[src/rtl/page_rank.sv]
// Single-cycle power-iteration PageRank engine: every node's rank is recomputed
// in parallel each clock from the adjacency matrix and per-node out-link weights.
module page_rank #(
    parameter int unsigned N     = 4,
    parameter int unsigned WIDTH = 16
) (
    input  logic               clk,
    input  logic               reset,
    input  logic [N*N-1:0]     adj,
    input  logic [N*WIDTH-1:0] nodeWeight,
    output logic [WIDTH-1:0]   node0Val
);

    localparam int unsigned PROD_W = 2 * WIDTH;
    // One spare bit above WIDTH+log2(N) keeps the adder tree clear of overflow.
    localparam int unsigned SUM_W  = WIDTH + $clog2(N) + 1;

    localparam logic [WIDTH:0]   ONE_EXT  = {1'b1, {WIDTH{1'b0}}};
    localparam logic [WIDTH:0]   INIT_EXT = ONE_EXT / (WIDTH + 1)'(N);
    localparam logic [WIDTH-1:0] INIT     = INIT_EXT[WIDTH] ? {WIDTH{1'b1}} : INIT_EXT[WIDTH-1:0];
    localparam logic [SUM_W-1:0] SAT_MAX  = SUM_W'({WIDTH{1'b1}});

    logic [WIDTH-1:0]  r_q    [N];
    logic [WIDTH-1:0]  r_d    [N];
    logic [WIDTH-1:0]  w      [N];
    logic [PROD_W-1:0] prod   [N];
    logic [WIDTH-1:0]  contrib[N];
    logic [SUM_W-1:0]  sum    [N];

    // Per-node outgoing contribution: truncated Q0.WIDTH product of rank and weight.
    always_comb begin
        for (int j = 0; j < N; j++) begin
            w[j]       = nodeWeight[j*WIDTH +: WIDTH];
            prod[j]    = PROD_W'(r_q[j]) * PROD_W'(w[j]);
            contrib[j] = prod[j][PROD_W-1:WIDTH];
        end
    end

    // Inbound accumulation per node, saturated back to WIDTH bits.
    always_comb begin
        for (int i = 0; i < N; i++) begin
            sum[i] = '0;
            for (int j = 0; j < N; j++) begin
                if (adj[i*N + j]) begin
                    sum[i] = sum[i] + SUM_W'(contrib[j]);
                end
            end
            if (sum[i] > SAT_MAX) begin
                r_d[i] = {WIDTH{1'b1}};
            end else begin
                r_d[i] = sum[i][WIDTH-1:0];
            end
        end
    end

    always_ff @(posedge clk) begin
        for (int k = 0; k < N; k++) begin
            if (reset) begin
                r_q[k] <= INIT;
            end else begin
                r_q[k] <= r_d[k];
            end
        end
    end

    assign node0Val = r_q[0];

endmodule

[config.mk]
export PLATFORM = sky130hd
export DESIGN_NAME = page_rank
export DESIGN_NICKNAME = d
export VERILOG_FILES = /design/src/rtl/page_rank.sv
export SDC_FILE = /design/constraint.sdc
export NUM_CORES = 2
export LEC_CHECK = 0
export BUFFER_PORTS_ARGS = -buffer_cell sky130_fd_sc_hd__buf_2
export CAP_MARGIN = 20
export CORE_MARGIN = 1
export CORE_UTILIZATION = 67
export DETAILED_ROUTE_END_ITERATION = 7
export PLACE_DENSITY_LB_ADDON = 0.05
export SYNTH_ARGS = -nofsm -noshare
export SYNTH_HDL_FRONTEND = slang
export SYNTH_SLANG_ARGS = --single-unit
export TNS_END_PERCENT = 20
[constraint.sdc]
create_clock -name clk -period 19.6 [get_ports clk]
set_clock_uncertainty 0.1 [all_clocks]
set_input_delay 3.92 -clock clk [delete_from_list [all_inputs] [get_ports clk]]
set_output_delay 3.92 -clock clk [all_outputs]
set_load 0.1 [all_outputs]
* Word-level counts from Yosys, hierarchy flattened
Memory sizes are Yosys's and may differ from the RTL's.
Cells that the tools add are included.
** Operators by class
- Add/subtract/negate cells :: 12
- Multipliers :: 4
- Order comparisons :: 4
- Muxes and demuxes :: 27
- Bitwise operators :: 4
** Operators by type and width (number)
- $add 19x16->19 :: 12
- $mux 19 :: 12
- $mux 16 :: 12
- $mul 16x16->32 :: 4
- $gt 19x16->1 const B :: 4
- $or 1x1->1 :: 4
- $mux 1 :: 3
** Storage, ports and cells
- Register bits :: 0
- RAM bits :: 64
- Bits of input ports :: 82
- Output and inout port bits :: 16
- Word-level logic and storage cells :: 52
- Memories kept :: 1
** Memory list
- r_q :: depth 4, width 16, rd ports 4, clocked after Yosys merged registers in 0, write ports 4, line 23 : logic [WIDTH-1:0] r_q [N];

* Depth between registers and ports, before layout
An unclocked memory read counts as a cell.
- Depth in word-level cells :: 12
- Gate-level depth with buffers :: 55

* Least setup slack after synthesis
No wires, ideal clock.
- Kind :: input -> register
- Start point :: in nodeWeight[1]
- End point :: mem r_q[3][1] (netlist: r_q[1][17])
- Library setup time :: 0.132 ns
- Data arrival time :: 15.358 ns
- Data required time :: 19.368 ns
- Slack :: 4.010 ns
- Cell stages on the path :: 49
- Buffers on the path :: 2
- Cell sequence :: clkbuf_1 nand2_1 fa_1 fa_1 fa_1 inv_1 fa_1 fa_1 inv_1 fa_1 inv_1 ha_1 a21oi_1 nand2_1 a2111oi_0 o21bai_1 a21oi_1 xnor2_1 [... 13 more ...] mux2_2 ha_1 nor3_1 o211ai_1 a31o_2 a21oi_1 o21ai_0 xor2_1 mux2_2 ha_1 or4b_2 or4_1 nor4_1 a21oi_1 a221oi_1 mux2_2 buf_2 a21oi_1
** RTL lines
- start: declaration :: line 10 : input logic [N*WIDTH-1:0] nodeWeight,
- end: declaration :: line 23

==> results.yml <==
global_route:
  grt_overflow_total: 0
  first_global_vias: 37181
  grt_use_total: 0.355
  grt_pass1_wl_um: 189000
  antenna_found_initial: 14
  grt_start_max_net_pins: 66
finish:
  reg_top3: "r_q: 64 flops"
  nets: 6693
  areaGrowthSynthToFinish_pct: 3.33
  post_route_cells_drive_above_1_share: 0.0552
  largest_reg_flops: 64
  top_register: "r_q"
  postLayoutCellArea_um2: 45700
setup_path:
  cp_max_fo: 16
  start_kind: "input pin"
  end_kind: "flip-flop"
  worst_path_largest_cell_delay_ns: 0.60
  slowest_stage: "or4b_2"
  crit_arrival_ns: 16.72
  timing.critical_path.mode_cell: "fa_1"
  crit_type: "input pin to flip-flop"
  required_ns: 19.70
outcome:
  outcome: "complete, no violations"
timing:
  worstMarginPinSlew_ns: 1.17
  fin_crit_sh: 0.848
  slew_headroom: 0.215
  fin_crit_ns: 16.62
  setup_slack_ns: 2.98
  tns_ns: 0
  finalHoldViolations: 0
  rsz0062_at_grt: "no"
  slew_viol_final: 0
  max_freq_mhz: 60.2
  setup_viol: 0
yosys:
  syn-num-nets: 6734
  ys_types: 98
  yosys-top-cells-area: "fa_1 35%, ha_1 16%, inv_1 8.5%"
  ys_top_cells_by_count: "1007 x inv_1, 790 x nand2_1, 784 x fa_1"
  synthCells: 5285
  yosysTopAreaCellShare: 0.355
  yosysTopAreaCell: "fa_1"
  synth_area_per_cell_um2: 8.38
  yosys_register_bits: 64
  syn_area_um2: 44300
  synth_edf_count: 0
  ys_seq_area_frac: 0.0289
  async_flop_share: 0
  ys.flop_type: "dfxtp_1"
  synth_most_common_cell: "inv_1"
  yosysWarnings: 0
routing:
  ant_nets: 0
  vias: 35910
  post_drt_wl_per_cell_um: 18.6
  wl_um: 114000
  drt_iter0_drc: 2266
  firstDrtPassIters: 5
  drc_errors: 0
  vias_per_cell: 5.87
clock_tree:
  cts.sink_count: 64
  clock_latency_ns: 0.37
  cts_tree: "built"
  cts-resized-gates: 0
  cts_buffers: 9
  clockBufferDepth: 2
  postCtsSetupBuffers: 0
  clk_pin_slew_worst_paths_ns: 0.06
  cts-root-buf: "clkbuf_16"
  h-tree-depth: 3
  ctsHoldBuffers: 0
place:
  place_ws_ns: 2.85
  placed_area_um2: 45400
  gp_congestion: 0.937
  numPortBuffers: 97
  hpwl_um: 91300
die:
  num_rows: 93
  die_width_um: 259
  die_h_um: 259
  io_pins: 98
  die_area_um2: 67100
  core_um2: 64800
  start_util: 0.683
hold_path:
  hold_class: "flip-flop to flip-flop"
job:
  drv_cap: 0
## cell usage in the layout, fill, tap and decap left out, types with 66 or more instances in the layout
| cell | Yosys | layout |
|---|---|---|
| a21oi_1 | 196 | 196 |
| and2_1 | 441 | 441 |
| buf_2 | 3 | 97 |
| fa_1 | 784 | 784 |
| ha_1 | 583 | 583 |
| inv_1 | 1007 | 1007 |
| nand2_1 | 790 | 790 |
| nor2_1 | 150 | 150 |
| o21ai_0 | 146 | 146 |
| xnor2_1 | 134 | 133 |
| xor2_1 | 66 | 66 |
## worst paths after layout
path | from | end | slack (ns) | cells past startpoint
worst min-delay path | r_q[1][16] | r_q[0][16] | 1.62 | 9
worst max-delay path | nodeWeight[1] | r_q[1][31] | 2.98 | 47
worst min register to register | r_q[1][16] | r_q[0][16] | 1.62 | 9
worst max register to register | r_q[0][8] | r_q[1][31] | 5.89 | 47
## cells by family (layout without fill, tap and decap cells)
kind of cell	Yosys count	count (layout)	share of synthesized area
compound gates	700	700	0.105
xor+xnor	200	200	0.0396
fa+ha+maj	1376	1376	0.521
buf+inv	1216	1180	0.105
flops	64	64	0.0289
mux	88	88	0.0218
other cells	0	10	0
simple gates	1641	1641	0.178
## worst max-delay path: cells and delay by family
kind	cells	cell delay, ns
AO/OA/AOI/OAI	16	3.50
multiplexers	3	1.02
XOR/XNOR	3	0.63
adder cells (fa/ha/maj)	12	5.03
AND/OR/NAND/NOR	9	2.16
buffers and inverters	4	0.43
## per-stage QoR
| stage | cells | hold WS (ns) | utilization |
|---|---|---|---|
| CTS | 6104 | 1.63 | 0.705 |
| floorplan | 5285 | 1.12 | - |
| global placement | 6088 | 1.61 | 0.700 |
| global route | 6112 | 1.76 | 0.706 |
| finish | 6114 | 1.62 | 0.706 |
| detailed placement | 6088 | 1.61 | 0.700 |
## metal layers
metal	up-vias	GRT usage	wire length (um)
met5	-	0	35
met4	6	0.113	3460
met3	240	0.0464	8270
met2	1220	0.609	55500
met1	17854	0.465	46500
li1	16590	-	-
## layout make-up
class	instances	area [um2]
Antenna cell	10	25.0
Clock buffer	12	267
Clock inverter	4	51.3
Fill cell	5370	19100
Inverter	1008	3780
Multi-Input combinational cell	4005	38300
Sequential cell	64	1280
Tap cell	855	1070
Timing Repair Buffer	156	928
Power is not shown: default switching activity piles up to over one toggle a cycle in this logic, so the estimate is an artifact.
